## config.mk

```make
export PLATFORM = sky130hd
export DESIGN_NAME = case3_sweep_ctrl
export DESIGN_NICKNAME = d
export VERILOG_FILES = /design/src/rtl/case3_sweep_pkg.sv /design/src/rtl/case3_sweep_dly.sv /design/src/rtl/case3_sweep_ctrl.sv
export SDC_FILE = /design/constraint.sdc
export NUM_CORES = 1
export LEC_CHECK = 0
export ABC_AREA = 1
export BUFFER_PORTS_ARGS = -buffer_cell sky130_fd_sc_hd__buf_2
export CAP_MARGIN = 15
export CORE_MARGIN = 4
export CORE_UTILIZATION = 56
export CTS_BUF_LIST = sky130_fd_sc_hd__clkbuf_4 sky130_fd_sc_hd__clkbuf_8 sky130_fd_sc_hd__clkbuf_16
export DETAILED_ROUTE_END_ITERATION = 8
export PLACE_DENSITY = 0.88
export SLEW_MARGIN = 10
export SYNTH_ARGS = -nofsm -noshare
export SYNTH_HDL_FRONTEND = slang
export SYNTH_SLANG_ARGS = --single-unit
```

## constraint.sdc

```tcl
create_clock -name clk -period 2.29 [get_ports clk]
set_clock_uncertainty 0.1 [all_clocks]
set_input_delay 0.229 -clock clk [delete_from_list [all_inputs] [get_ports clk]]
set_output_delay 0.229 -clock clk [all_outputs]
set_load 0.05 [all_outputs]
```

## src/rtl/case3_sweep_pkg.sv

```systemverilog
// Shared types, constants and the golden case3 model for the sweep controller.
package case3_sweep_pkg;

    localparam int VEC_W = 7;
    localparam int NVEC  = 128;

    typedef enum logic [1:0] {
        IDLE  = 2'd0,
        SWEEP = 2'd1,
        DRAIN = 2'd2,
        DONE  = 2'd3
    } sweep_state_e;

    // Reference behaviour of the case3 netlist. vec = {a,b,c,d,e,f,g}, result = {x,y,z}.
    function automatic logic [2:0] case3_golden(input logic [VEC_W-1:0] vec);
        logic a, b, c, d, e, f, g;
        logic x, y, z;
        {a, b, c, d, e, f, g} = vec;
        x = a & b & c & d & e;
        y = b | c | (d ^ f) | (e ^ g);
        z = d ^ ((a & b & e & g) | (c & ~(e & g)));
        return {x, y, z};
    endfunction

endpackage

```

## src/rtl/case3_sweep_dly.sv

```systemverilog
// Valid+vector shift register that lines launched vectors up with the DUT response.
// At DEPTH=0 it is a pure pass-through and never holds anything.
module case3_sweep_dly
    import case3_sweep_pkg::*;
#(
    parameter int DEPTH = 1
) (
    input  logic             clk,
    input  logic             rst,
    input  logic             flush_i,
    input  logic             push_valid_i,
    input  logic [VEC_W-1:0] push_vec_i,
    output logic             tail_valid_o,
    output logic [VEC_W-1:0] tail_vec_o,
    output logic             pending_o
);

    generate
        if (DEPTH == 0) begin : g_pass
            assign tail_valid_o = push_valid_i;
            assign tail_vec_o   = push_vec_i;
            assign pending_o    = 1'b0;
        end else begin : g_shift
            logic [DEPTH-1:0]            valid_q;
            logic [DEPTH-1:0][VEC_W-1:0] vec_q;

            // Shift every cycle; bubbles are pushed as valid=0, flush empties the line.
            always_ff @(posedge clk or posedge rst) begin
                if (rst) begin
                    valid_q <= '0;
                    vec_q   <= '0;
                end else if (flush_i) begin
                    valid_q <= '0;
                    vec_q   <= '0;
                end else begin
                    valid_q[0] <= push_valid_i;
                    vec_q[0]   <= push_vec_i;
                    for (int i = 1; i < DEPTH; i++) begin
                        valid_q[i] <= valid_q[i-1];
                        vec_q[i]   <= vec_q[i-1];
                    end
                end
            end

            assign tail_valid_o = valid_q[DEPTH-1];
            assign tail_vec_o   = vec_q[DEPTH-1];
            assign pending_o    = |valid_q;
        end
    endgenerate

endmodule

```

## src/rtl/case3_sweep_ctrl.sv

```systemverilog
// Exhaustive sweep controller: walks all 128 case3 input vectors, compares the
// DUT response against the golden model and keeps pass/fail and first-failure data.
module case3_sweep_ctrl
    import case3_sweep_pkg::*;
#(
    parameter int PIPE_LAT = 1,
    parameter int CNT_W    = 8
) (
    input  logic             clk,
    input  logic             rst,
    input  logic             start,
    input  logic             abort,
    input  logic             hold,
    output logic [VEC_W-1:0] vec_o,
    input  logic             dut_x,
    input  logic             dut_y,
    input  logic             dut_z,
    output logic             busy,
    output logic             done,
    output logic             pass,
    output logic [CNT_W-1:0] err_cnt,
    output logic [VEC_W-1:0] first_err_vec,
    output logic [2:0]       first_err_obs
);

    localparam logic [CNT_W-1:0] CNT_MAX  = '1;
    localparam logic [VEC_W-1:0] LAST_VEC = VEC_W'(NVEC - 1);

    sweep_state_e     state_q, state_d;
    logic [VEC_W-1:0] vec_q, vec_d;
    logic [CNT_W-1:0] err_cnt_q, err_cnt_d;
    logic [VEC_W-1:0] first_vec_q, first_vec_d;
    logic [2:0]       first_obs_q, first_obs_d;

    logic             push_valid;
    logic             flush;
    logic             cmp_valid;
    logic [VEC_W-1:0] cmp_vec;
    logic             dly_pending;
    logic [2:0]       observed;
    logic             mismatch;

    // A vector is launched on every un-held SWEEP cycle; abort empties the delay line.
    assign push_valid = (state_q == SWEEP) && !hold;
    assign flush      = abort && (state_q != IDLE);

    case3_sweep_dly #(
        .DEPTH (PIPE_LAT)
    ) u_dly (
        .clk          (clk),
        .rst          (rst),
        .flush_i      (flush),
        .push_valid_i (push_valid),
        .push_vec_i   (vec_q),
        .tail_valid_o (cmp_valid),
        .tail_vec_o   (cmp_vec),
        .pending_o    (dly_pending)
    );

    assign observed = {dut_x, dut_y, dut_z};
    assign mismatch = cmp_valid && (observed != case3_golden(cmp_vec));

    // Next-state, vector counter and result bookkeeping.
    always_comb begin
        state_d     = state_q;
        vec_d       = vec_q;
        err_cnt_d   = err_cnt_q;
        first_vec_d = first_vec_q;
        first_obs_d = first_obs_q;

        if (mismatch) begin
            if (err_cnt_q != CNT_MAX) begin
                err_cnt_d = err_cnt_q + CNT_W'(1);
            end
            if (err_cnt_q == '0) begin
                first_vec_d = cmp_vec;
                first_obs_d = observed;
            end
        end

        unique case (state_q)
            IDLE: begin
                if (start) begin
                    state_d     = SWEEP;
                    vec_d       = '0;
                    err_cnt_d   = '0;
                    first_vec_d = '0;
                    first_obs_d = '0;
                end
            end
            SWEEP: begin
                if (abort) begin
                    state_d = IDLE;
                end else if (!hold) begin
                    if (vec_q == LAST_VEC) begin
                        state_d = DRAIN;
                    end else begin
                        vec_d = vec_q + VEC_W'(1);
                    end
                end
            end
            DRAIN: begin
                if (abort) begin
                    state_d = IDLE;
                end else if (!dly_pending) begin
                    state_d = DONE;
                end
            end
            DONE: begin
                if (abort) begin
                    state_d = IDLE;
                end else if (start) begin
                    state_d     = SWEEP;
                    vec_d       = '0;
                    err_cnt_d   = '0;
                    first_vec_d = '0;
                    first_obs_d = '0;
                end
            end
            default: begin
                state_d = IDLE;
            end
        endcase
    end

    // State and result registers.
    always_ff @(posedge clk or posedge rst) begin
        if (rst) begin
            state_q     <= IDLE;
            vec_q       <= '0;
            err_cnt_q   <= '0;
            first_vec_q <= '0;
            first_obs_q <= '0;
        end else begin
            state_q     <= state_d;
            vec_q       <= vec_d;
            err_cnt_q   <= err_cnt_d;
            first_vec_q <= first_vec_d;
            first_obs_q <= first_obs_d;
        end
    end

    assign vec_o         = vec_q;
    assign busy          = (state_q == SWEEP) || (state_q == DRAIN);
    assign done          = (state_q == DONE);
    assign pass          = (state_q == DONE) && (err_cnt_q == '0);
    assign err_cnt       = err_cnt_q;
    assign first_err_vec = first_vec_q;
    assign first_err_obs = first_obs_q;

endmodule

```

Word level (Yosys, flattened, before mapping)
Cells that the tools add are included.
{"block": "classes", "n_addsub": 2, "n_eq_ne": 13, "mux": 31, "bitwise_logic": 16, "reduce_logical": 12}
{"cell": "$mux 7", "count": 10}
{"cell": "$mux 8", "count": 4}
{"cell": "$pmux 7 s3", "count": 1}
{"cell": "$pmux 8 s2", "count": 1}
{"cell": "$mux 2", "count": 7}
{"cell": "$pmux 7 s2", "count": 1}
{"cell": "$mux 3", "count": 4}
{"cell": "$add 8x1->8 const B", "count": 1}
{"cell": "$and 1x1->1", "count": 8}
{"cell": "$logic_not 8->1", "count": 1}
{"cell": "$ne 2x2->1 const B", "count": 4}
{"cell": "$ne 8x8->1 const B", "count": 1}
{"cell": "$pmux 2 s4", "count": 1}
{"cell": "$add 7x1->7 const B", "count": 1}
{"cell": "$eq 7x7->1 const B", "count": 1}
{"cell": "$ne 3x3->1 const B", "count": 2}
{"cell": "$pmux 3 s2", "count": 1}
{"cell": "$reduce_and 5->1", "count": 1}
{"cell": "$eq 2x2->1 const B", "count": 2}
{"cell": "$logic_and 1x1->1", "count": 4}
{"cell": "$or 1x1->1", "count": 4}
{"cell": "$ne 3x2->1 const B", "count": 1}
{"cell": "$ne 3x3->1", "count": 1}
{"cell": "$reduce_and 3->1", "count": 1}
{"cell": "9 further kinds", "count": 11}
{"block": "totals", "reg_bits": 35, "inputBits": 8, "out_inout_bits": 28, "elab_cells": 81}

Longest topological paths before layout
{"block": "depth", "depth_word": 11, "mapped_depth": 12, "depth_no_buf": 12}

Hierarchy
Synthesis repeated with hierarchy kept, for this count alone.
{"block": "unflattened", "hier_cells": 289, "area_unflattened_um2": 2133.3}
{"module": "case3_sweep_ctrl", "instances": 1, "cells_per_inst": 262, "area_per_inst_um2": 1850.5}
{"module": "case3_sweep_dly", "instances": 1, "cells_per_inst": 27, "area_per_inst_um2": 282.8}

Worst setup path after synthesis
No wires, ideal clock.
{"block": "synth_timing", "kind": "register to output", "start": "register err_cnt_q[0] (netlist: err_cnt[0])", "end": "output pass", "arrival_time_ns": 1.979, "required_time_ns": 1.961, "slack_ns": -0.018, "path_stages_with_launch": 7, "n_path_buf": 0, "cell_sequence": "dfrtp_1 -> inv_1 -> ha_1 -> nand3_1 -> nor3_2 -> inv_1 -> nor2_1"}
{"block": "synth_between", "elab_chain_len": 2}
{"item": "from (decl)", "line_no": "case3_sweep_ctrl.sv:31", "source": "logic [CNT_W-1:0] err_cnt_q, err_cnt_d;"}
{"item": "from (signal assigned)", "line_no": "case3_sweep_ctrl.sv:137", "source": "err_cnt_q <= err_cnt_d;"}
{"item": "$logic_not 8->1", "line_no": "case3_sweep_ctrl.sv:146", "source": "assign pass = (state_q == DONE) && (err_cnt_q == '0);"}
{"item": "$logic_and 1x1->1", "line_no": "case3_sweep_ctrl.sv:146"}
{"item": "to (decl)", "line_no": "case3_sweep_ctrl.sv:20", "source": "output logic pass,"}
No other way between the ends.

Worst setup path in the final report
Ends and elaborated chain as after synthesis.

==> qor.yml <==
detailed_routing:
  first_iter_violations: 213
  drc: 0
  wl_mm: 4.50
  drtPass1Iterations: 4
  detail-route-antenna-nets: 0
  routed_via_density: 5.10
  vias: 1881
  wl_per_cell_um: 12.2
timing:
  worst_pin_slew_ns: 0.587
  period_needed_ns: 2.12
  slew_headroom_pct: 60.8
  setup_viol: 0
  hold_viol_final: 0
  fin_tns_setup_ns: 0
  final_max_slew_viol_count: 0
  setup_ws_ns: 0.166
  finalCritPeriodShare_pct: 92.8
  clock.fmax_mhz: 471
  rsz0062_at_grt: "false"
yosys:
  synth_area_per_cell_um2: 7.41
  ys_warn_count: 0
  syn_nets: 297
  synth_area_mm2: 0.00207
  synth-seq-area-share_pct: 42.2
  ys_ff_latch: 35
  synth_cell_type_count: 28
  synthCells: 280
final_layout:
  fillerInstances: 284
  finalNetCount: 339
  syn_to_final_growth_pct: 18.0
  diodes: 0
  final_cell_mix: "66 x nor2_1, 47 x inv_1, 43 x nand2_1, 35 x dfrtp_1, 35 x buf_2"
  final_common_cell: "nor2_1"
  drive_gt1_share_pct: 18.6
worst_setup_path:
  cp_data_required_time_ns: 1.96
  critPathLaunch: "err_cnt[0]"
  r2r_start: "u_dly.tail_vec_o[2]"
  rr_endpoint: "err_cnt[7]"
  r2r_cells: 11
  worst_setup_path_end_kind: "output port"
  worst_setup_path_start_kind: "flip-flop"
  critPathKind: "reg -> out"
  crit_path_end: "pass"
  crit_fanout: 8
  r2r_slack_ns: 0.34
  critPathArrivalTime_ns: 1.80
clock_network:
  clk_pin_slew_ns: 0.07
  clk_path_buf_depth: 2
  worst_skew_pair.late_latency_ns: 0.29
  postCtsHoldBufs: 2
  root_buffer: "clkbuf_8"
  htreeDepth: 2
  clock_sinks: 35
  cts_tree: "done"
  cts_made_buffers: 5
  cts_resized: 0
  cts_setup_buffers: 0
global_routing:
  grt_pass1_wl_mm: 7.97
  groute.usage.overall_pct: 22.8
  antenna_found_initial: 0
  grt_max_degree: 36
  grt_pass1_vias: 1760
  overflow: 0
outcome:
  status: "complete, no violations"
floorplanning:
  fp.dieW_um: 68.9
  die_h_um: 68.9
  initial_core_util_pct: 59.8
  core_mm2: 0.00347
  io_pins: 36
  rows: 21
  dieArea_mm2: 0.00474
power:
  p_leak_nw: 1.35
  irDropWorstVdd_mv: 0.796
  power.density_mw_per_mm2: 1260
placed_design:
  dp_hpwl_mm: 3.23
  io_buffer_count: 35
  pre_cts_ws_ns: 0.339
  routabilityCongestion: 0.842
min_path:
  min_path_type: "in -> reg"
job:
  cap_violations: 0
-- per-layer routing --
metal / global-route usage (%) / vias to the layer above / routed length [um]
met5: 0 / - / 0
met4: 9.98 / 0 / 41
met3: 4.54 / 4 / 294
met2: 36.7 / 58 / 2210
met1: 29.6 / 861 / 1960
li1: - / 958 / -
-- synth_stat cells (all sizes together) --
| cell | n | area (um2) |
|---|---|---|
| nor4 | 1 | 6.26 |
| or2 | 1 | 6.26 |
| nor3 | 9 | 50.1 |
| o21ai | 24 | 139 |
| inv | 50 | 188 |
| nor2 | 67 | 251 |
| nand4 | 3 | 18.8 |
| a21boi | 1 | 11.3 |
| ha | 9 | 113 |
| nand3 | 16 | 97.6 |
| a22oi | 2 | 15.0 |
| o22ai | 1 | 6.26 |
| o31ai | 2 | 15.0 |
| o32ai | 1 | 8.76 |
| dfrtp | 35 | 876 |
| nand2 | 45 | 179 |
| xor2 | 4 | 35.0 |
| buf | 4 | 33.8 |
| a21oi | 5 | 25.0 |
-- worst max-delay path: stages (launching register included) --
cell	delay, ns
dfrtp_1	0.42
inv_1	0.09
ha_1	0.15
nand3_1	0.09
nor3_2	0.17
inv_1	0.18
nor2_2	0.13
buf_2	0.27
-- how the worst min path moves through the flow --
stage | from | to | slack, ns | cells after the start
global route | start | state_q[1] | 0.21 | 4
detailed placement | rst | err_cnt[1] | 0.25 | 3
floorplan | hold | u_dly.pending_o | 0.20 | 1
CTS | start | state_q[1] | 0.17 | 4
finish | start | state_q[1] | 0.18 | 4
global placement | rst | vec_o[2] | 0.25 | 3
-- kinds of logic (layout without fill, tap and decap cells) --
logic type	Yosys count	in the layout	synth area share, %
compound gates	36	36	10.6
buf+inv	54	97	10.7
fa+ha+maj	9	9	5.43
flops	35	35	42.2
xor+xnor	4	4	1.69
simple gates	142	142	29.4
-- flip-flops by register name (all words and copies together) (netlist names) --
name and flops:
err_cnt 8, first_err_vec 7, u_dly.tail_vec_o 7, vec_o 7
first_err_obs 3, state_q 2, u_dly.pending_o 1
-- stage by stage --
stage          util [%]  total power, mW  instances  cell area (um2)  hold slack [ns]
2_1_floorplan         -             2.10        280             2080            0.200
3_3_place_gp       66.1             2.36        359             2290            0.248
3_5_place_dp       66.1             2.40        359             2290            0.254
4_1_cts            70.6             3.10        369             2450            0.167
5_1_grt            70.6             3.33        369             2450            0.206
6_report           70.6             3.07        369             2450            0.183
-- layout make-up --
class                      instances  area (um2)  share of cell area [%]
clock buffer                       6        76.3                    3.12
clock inverter                     2        60.1                    2.45
inverter                          50         188                    7.67
multi-input combinational        191         980                    40.0
sequential                        35         876                    35.8
tap                               46        57.6                    2.35
timing repair buffer              39         210                    8.59
-- power breakdown --
group	internal, mW	switching [mW]	leakage (nW)
Clock	0.447	0.226	0.0688
Sequential	0.752	0.132	0.478
Combinational	0.397	1.12	0.799
Power figures use the tool's default switching activity.
